$ cat config.mk
export PLATFORM = sky130hd
export DESIGN_NAME = bypass_ring_fifo
export DESIGN_NICKNAME = d
export VERILOG_FILES = /design/src/rtl/bypass_ring_fifo.sv
export SDC_FILE = /design/constraint.sdc
export NUM_CORES = 1
export LEC_CHECK = 0
export BUFFER_PORTS_ARGS = -buffer_cell sky130_fd_sc_hd__buf_2
export CAP_MARGIN = 20
export CORE_MARGIN = 10
export CORE_UTILIZATION = 60
export CTS_BUF_LIST = sky130_fd_sc_hd__clkbuf_4 sky130_fd_sc_hd__clkbuf_8 sky130_fd_sc_hd__clkbuf_16
export DETAILED_ROUTE_END_ITERATION = 7
export PLACE_DENSITY = 0.81
export REMOVE_ABC_BUFFERS = 1
export SYNTH_ARGS = -nofsm -noshare
export SYNTH_HDL_FRONTEND = slang
export SYNTH_SLANG_ARGS = --single-unit
$ cat constraint.sdc
create_clock -name clk -period 7.44 [get_ports clk]
set_input_delay 1.116 -clock clk [delete_from_list [all_inputs] [get_ports clk]]
set_output_delay 1.116 -clock clk [all_outputs]
set_load 0.02 [all_outputs]
$ cat src/rtl/bypass_ring_fifo.sv
// rtl/bypass_ring_fifo.sv - circular-buffer valid/ready FIFO with count, almost-full and flush
//
// Optional build macro: BYPASS_RING_FIFO_BYPASS_EN (zero-latency pass-through when empty).
//
// Ports:
//   clk, rst_n                      clock, asynchronous active-low reset
//   valid_pre_i, data_pre_i         upstream word offer
//   ready_pre_o                     upstream may push (not full, not flushing)
//   valid_post_o, data_post_o       downstream word offer
//   ready_post_i                    downstream accepts
//   flush_i                         synchronous clear of all contents
//   count_o                         registered occupancy
//   almost_full_o                   count_o >= AFULL_THRESH
module bypass_ring_fifo #(
  parameter int DEPTH        = 6,
  parameter int DATA_WD      = 32,
  parameter int AFULL_THRESH = 4
) (
  input  logic                         clk,
  input  logic                         rst_n,
  input  logic                         valid_pre_i,
  input  logic [DATA_WD-1:0]           data_pre_i,
  output logic                         ready_pre_o,
  output logic                         valid_post_o,
  output logic [DATA_WD-1:0]           data_post_o,
  input  logic                         ready_post_i,
  input  logic                         flush_i,
  output logic [$clog2(DEPTH+1)-1:0]   count_o,
  output logic                         almost_full_o
);

  localparam int PTR_WD = $clog2(DEPTH);
  localparam int CNT_WD = $clog2(DEPTH + 1);

  logic [DATA_WD-1:0] mem_q [DEPTH];
  logic [PTR_WD-1:0]  wr_ptr_q, wr_ptr_d;
  logic [PTR_WD-1:0]  rd_ptr_q, rd_ptr_d;
  logic [CNT_WD-1:0]  count_q, count_d;

  logic empty, full, push, pop, pass_thru, wr_en, rd_en;

  // Wrap explicitly so any DEPTH works, not only powers of two.
  function automatic logic [PTR_WD-1:0] ptr_inc(input logic [PTR_WD-1:0] p);
    return (p == PTR_WD'(DEPTH - 1)) ? '0 : p + 1'b1;
  endfunction

  always_comb begin
    empty       = (count_q == '0);
    full        = (count_q == CNT_WD'(DEPTH));
    // Deliberately independent of ready_post_i: a full FIFO stalls one cycle
    // even if a pop happens, keeping the upstream ready path registered-only.
    ready_pre_o = ~full & ~flush_i;
    push        = valid_pre_i & ready_pre_o;
`ifdef BYPASS_RING_FIFO_BYPASS_EN
    if (empty && !flush_i) begin
      valid_post_o = valid_pre_i;
      data_post_o  = data_pre_i;
    end else begin
      valid_post_o = ~empty & ~flush_i;
      data_post_o  = mem_q[rd_ptr_q];
    end
    // A word consumed in the same cycle it arrives at an empty FIFO never touches storage.
    pass_thru = empty & ~flush_i & valid_pre_i & ready_post_i;
`else
    valid_post_o = ~empty & ~flush_i;
    data_post_o  = mem_q[rd_ptr_q];
    pass_thru    = 1'b0;
`endif
    pop   = valid_post_o & ready_post_i;
    wr_en = push & ~pass_thru;
    rd_en = pop & ~pass_thru;

    wr_ptr_d = wr_en ? ptr_inc(wr_ptr_q) : wr_ptr_q;
    rd_ptr_d = rd_en ? ptr_inc(rd_ptr_q) : rd_ptr_q;
    case ({wr_en, rd_en})
      2'b10:   count_d = count_q + CNT_WD'(1);
      2'b01:   count_d = count_q - CNT_WD'(1);
      default: count_d = count_q;
    endcase
  end

  always_ff @(posedge clk or negedge rst_n) begin
    if (!rst_n) begin
      wr_ptr_q <= '0;
      rd_ptr_q <= '0;
      count_q  <= '0;
    end else if (flush_i) begin
      wr_ptr_q <= '0;
      rd_ptr_q <= '0;
      count_q  <= '0;
    end else begin
      wr_ptr_q <= wr_ptr_d;
      rd_ptr_q <= rd_ptr_d;
      count_q  <= count_d;
    end
  end

  // Storage carries no reset; contents are only visible behind a nonzero count.
  always_ff @(posedge clk) begin
    if (wr_en) begin
      mem_q[wr_ptr_q] <= data_pre_i;
    end
  end

  assign count_o       = count_q;
  assign almost_full_o = (count_q >= CNT_WD'(AFULL_THRESH));

endmodule

# Word-level counts from Yosys, hierarchy flattened
# Memories as Yosys holds them, arrays and structs flattened.
# Index checks and enable logic that the tools add are counted.
[classes]
addsub = 4
magnitude_cmp = 1
eq_ne = 5
muxes = 10
bitwise = 7
n_reduce_logical = 4
[op_table]
columns = ["cell", "n"]
rows = [
  ["3-bit 2-to-1 mux", 7],
  ["3-bit by 1-bit adder with 3-bit output, second input constant", 3],
  ["3-bit == test, second input constant", 3],
  ["3-bit one-hot mux with 2 select lines", 1],
  ["1-bit bitwise AND", 4],
  ["2-bit nonzero test", 2],
  ["3-bit greater-or-equal comparator, second input constant", 1],
  ["3-bit zero test", 1],
  ["1-bit inverter", 3],
  ["3-bit nonzero test", 1],
  ["3-bit by 1-bit subtractor with 3-bit output, second input constant", 1],
  ["2-bit by 1-bit == test with 1-bit output, second input constant", 1],
  ["2-bit == test, second input constant", 1],
  ["1-bit 2-to-1 mux", 2],
]
[totals]
regBits = 9
mem_bits_rw = 192
input_bits = 37
out_inout_bits = 38
word_cells = 35
memories = 1
[mem_list]
columns = ["memory", "words", "width", "read_ports", "rd_clocked_by_memory_dff", "write_ports", "line_no", "rtl"]
rows = [
  ["mem_q", 6, 32, 1, 0, 1, "35", "logic [DATA_WD-1:0] mem_q [DEPTH];"],
]

# Longest topological paths before layout
[logic_depth]
word_depth = 7
depth_mapped = 9
depth_no_buf = 7

# Least setup slack after synthesis
# Ideal clock, no wire load.
[synth_timing]
path_kind = "input to register"
start = "in flush_i"
end = "mem mem_q[1][0], enable pin"
setup_time_ps = 505
arrival_time_ps = 4708
required_ps = 6935
path_slack_ps = 2227
stages = 4
n_path_buf = 1
cell_sequence = "clkbuf_2 -> inv_2 -> nand3_1 -> nor4_1"
[synth_via]
elab_chain_cells = 5
[synth_rtl]
columns = ["element", "line_no", "rtl"]
rows = [
  ["start, declared", "27", "input logic flush_i,"],
  ["1-bit inverter", "52", "ready_pre_o = ~full & ~flush_i;"],
  ["1-bit bitwise AND", "52", ""],
  ["1-bit bitwise AND", "53", "push = valid_pre_i & ready_pre_o;"],
  ["1-bit 2-to-1 mux", "100", "if (wr_en) begin"],
  ["1-bit 2-to-1 mux (implied by the code)", "101", "mem_q[wr_ptr_q] <= data_pre_i;"],
  ["end, declared", "35", ""],
]
# Every way passes these cells.

# Final worst setup path
[layout_timing]
start = "reg rd_ptr_q[0]"
end = "out data_post_o[2]"
[layout_via]
elab_chain_cells = 1
[layout_rtl]
columns = ["element", "line_no", "rtl"]
rows = [
  ["start, declared", "37", "logic [PTR_WD-1:0] rd_ptr_q, rd_ptr_d;"],
  ["start signal, assigned", "93", "rd_ptr_q <= rd_ptr_d;"],
  ["memory read 6 x 32 bit", "n/a", ""],
  ["end, declared", "25", "output logic [DATA_WD-1:0] data_post_o,"],
]
# Every way passes these cells.

==> qor.yml <==
logic_synthesis:
  netlist_instances: 401
  synth_cell_type_count: 35
  synthFlopType: "edfxtp_1"
  synth.most_common_cell: "edfxtp_1"
  avgSynthCellArea_sq_um: 19.32
  synth-seq-cells: 201
  synth-seq-area-share_pct: 77.31
  synth_common_cells: "edfxtp_1, nor2_1, mux2i_1"
  yosysWarnings: 0
  synth_edf_count: 192
  syn_area_sq_um: 7749
  ys_top_cells_by_area: "edfxtp_1, mux4_2, mux2i_1"
  async_reset_ff_share_pct: 4.478
  synth_top_area_cell: "edfxtp_1"
  synth_top_area_share_pct: 74.41
global_route:
  grt_max_degree: 49
  grt_pass1_wl_microns: 23630
  grt.total_usage_pct: 16.74
  antenna_found_initial: 1
  grt_pass1_vias: 4269
  globalRouteOverflowTotal: 0
routing:
  dr.max_layer_used: "met5"
  drt_iter0_drc: 285
  dr_wl_met3_microns: 1008
  routedWlPerCell_microns: 21.94
  dr_wl_met2_microns: 7232
  ant_nets: 0
  viasPerCell: 5.796
  drc: 0
  dr.pass1.iters: 5
  wirelength_microns: 14610
  vias: 3860
  met1_length_microns: 6127
worst_setup_path:
  end_kind: "output port"
  reg2reg_to: "rd_ptr_q[2]"
  required_ps: 6320
  reg2reg_depth: 4
  worstPathMaxFanout: 38
  timing.rr.start: "rd_ptr_q[0]"
  cp.arrival_ps: 2910
  crit_path_start_kind: "flop"
  rrSetupSlack_ps: 5020
  crit_type: "reg2out"
placed_design:
  place_congestion: 0.7763
  placed_area_sq_um: 8308
  numPortBuffers: 74
  hpwl_microns: 8268
timing:
  skew_ps: 18.63
  finalSetupTns_ps: 0
  worst_pin_slew_ps: 916.4
  post-route-min-period_ps: 4031
  setup_viol: 0
  period_share_pct: 54.18
  fmax_ghz: 0.2481
  maxSlewViolCount: 0
  slew_headroom_pct: 38.91
  rsz0062_at_grt: "false"
  hold_viol: 0
run:
  maxCapViolations: 0
clock_tree:
  hold_buffers: 0
  clk_path_buf_depth: 3
  insertion_delay_ps: 490
  cts_buffers: 20
  postCtsSetupBuffers: 0
  cts.repair.resized: 0
  clockRootBuffer: "clkbuf_16"
  cts-htree-levels: 1
  cts_sinks: 201
  tritoncts: "built"
  clkTransAtPathRegs_ps: 60
pwr:
  p_per_area_nw_per_um2: 313.6
  leakage_nw: 3.026
  ir_worst_vdd_v: 0.0001560
finish:
  layout.nets: 521
  antennaDiodeCount: 0
  final_area_sq_um: 8952
  syn2layout_area_growth_pct: 15.53
  final_layout_size_suffix_gt1_share_pct: 31.58
floorplan:
  row_count: 41
  dieWidth_microns: 133.6
  ios: 75
  dieHeight_microns: 133.6
  dieArea_sq_um: 17860
  core_sq_um: 12620
  initial_core_util_pct: 61.40
worst_hold_path:
  hp-class: "in2async"
outcome:
  status: "completed"
-- cells by family after synthesis --
kind of cell / share of synthesized area [%]
muxes: 13.82
DFF: 77.31
xor gates and xnor gates: 0.4521
adders and majority gates: 0.2584
AOI/OAI and AO/OA: 2.907
buffers and inverters: 1.696
and+or+nand+nor: 3.552
-- layout by cell type (no fill, tap or decap), types with 6 or more instances in the layout --
cell type	count
buf_2	74
mux2i_1	35
mux4_2	32
clkbuf_16	21
dfrtp_1	6
clkbuf_4	9
nor2_1	38
buf_4	7
edfxtp_1	192
a21oi_1	34
-- how the worst max path moves through the flow --
stage	from	endpoint	cells past startpoint
after floorplan	flush_i	mem_q[1][0]	3
after global placement	rd_ptr_q[0]	data_post_o[5]	5
after detailed placement	rd_ptr_q[0]	data_post_o[5]	5
after CTS	rd_ptr_q[0]	data_post_o[18]	5
after global routing	rd_ptr_q[0]	data_post_o[5]	5
final	rd_ptr_q[0]	data_post_o[2]	5
-- state kept, by name, summed over array words and instances (netlist names) --
| signal | count |
|---|---|
| count_o | 3 |
| mem_q | 192 |
| rd_ptr_q | 3 |
| wr_ptr_q | 3 |
-- final cells by class --
class	instances	area, sq um
clock buffers	31	606.8
clock inverters	2	37.54
fillers	810	3667
inverters	6	22.52
multi-input cells	173	1650
flip-flops and latches	201	5997
well taps	172	215.2
repair buffers	81	422.9
-- stage by stage --
stage | setup slack (ps) | std cells | power [W] | utilization [%] | hold WS, ps
floorplan | 2392 | 380 | 0.001728 | - | 544.6
global route | 3219 | 666 | 0.002923 | 70.94 | 490.2
detailed placement | 3863 | 633 | 0.001866 | 65.83 | 649.7
global placement | 3858 | 633 | 0.001856 | 65.83 | 618.8
finish | 3409 | 666 | 0.002807 | 70.94 | 479.3
CTS | 3340 | 666 | 0.002841 | 70.94 | 468.9
-- worst max-delay path, cell delays in order (launching register included) --
cell and delay (ps):
dfrtp_4 770, buf_4 660, mux4_2 600, nor2_1 110, a21oi_1 80, buf_2 210
-- per-layer routing --
| layer | vias to the layer above | GRT usage, % |
|---|---|---|
| met5 | - | 0 |
| met1 | 1939 | 22.51 |
| met3 | 22 | 3.985 |
| met2 | 136 | 26.71 |
| li1 | 1761 | - |
| met4 | 2 | 4.958 |
-- power by group --
group,switching (W),internal (W)
sequential,0.0000615,0.00127
clock,0.000378,0.000594
combinational,0.000269,0.000231
Note: power is estimated with default switching activity, not from simulation.
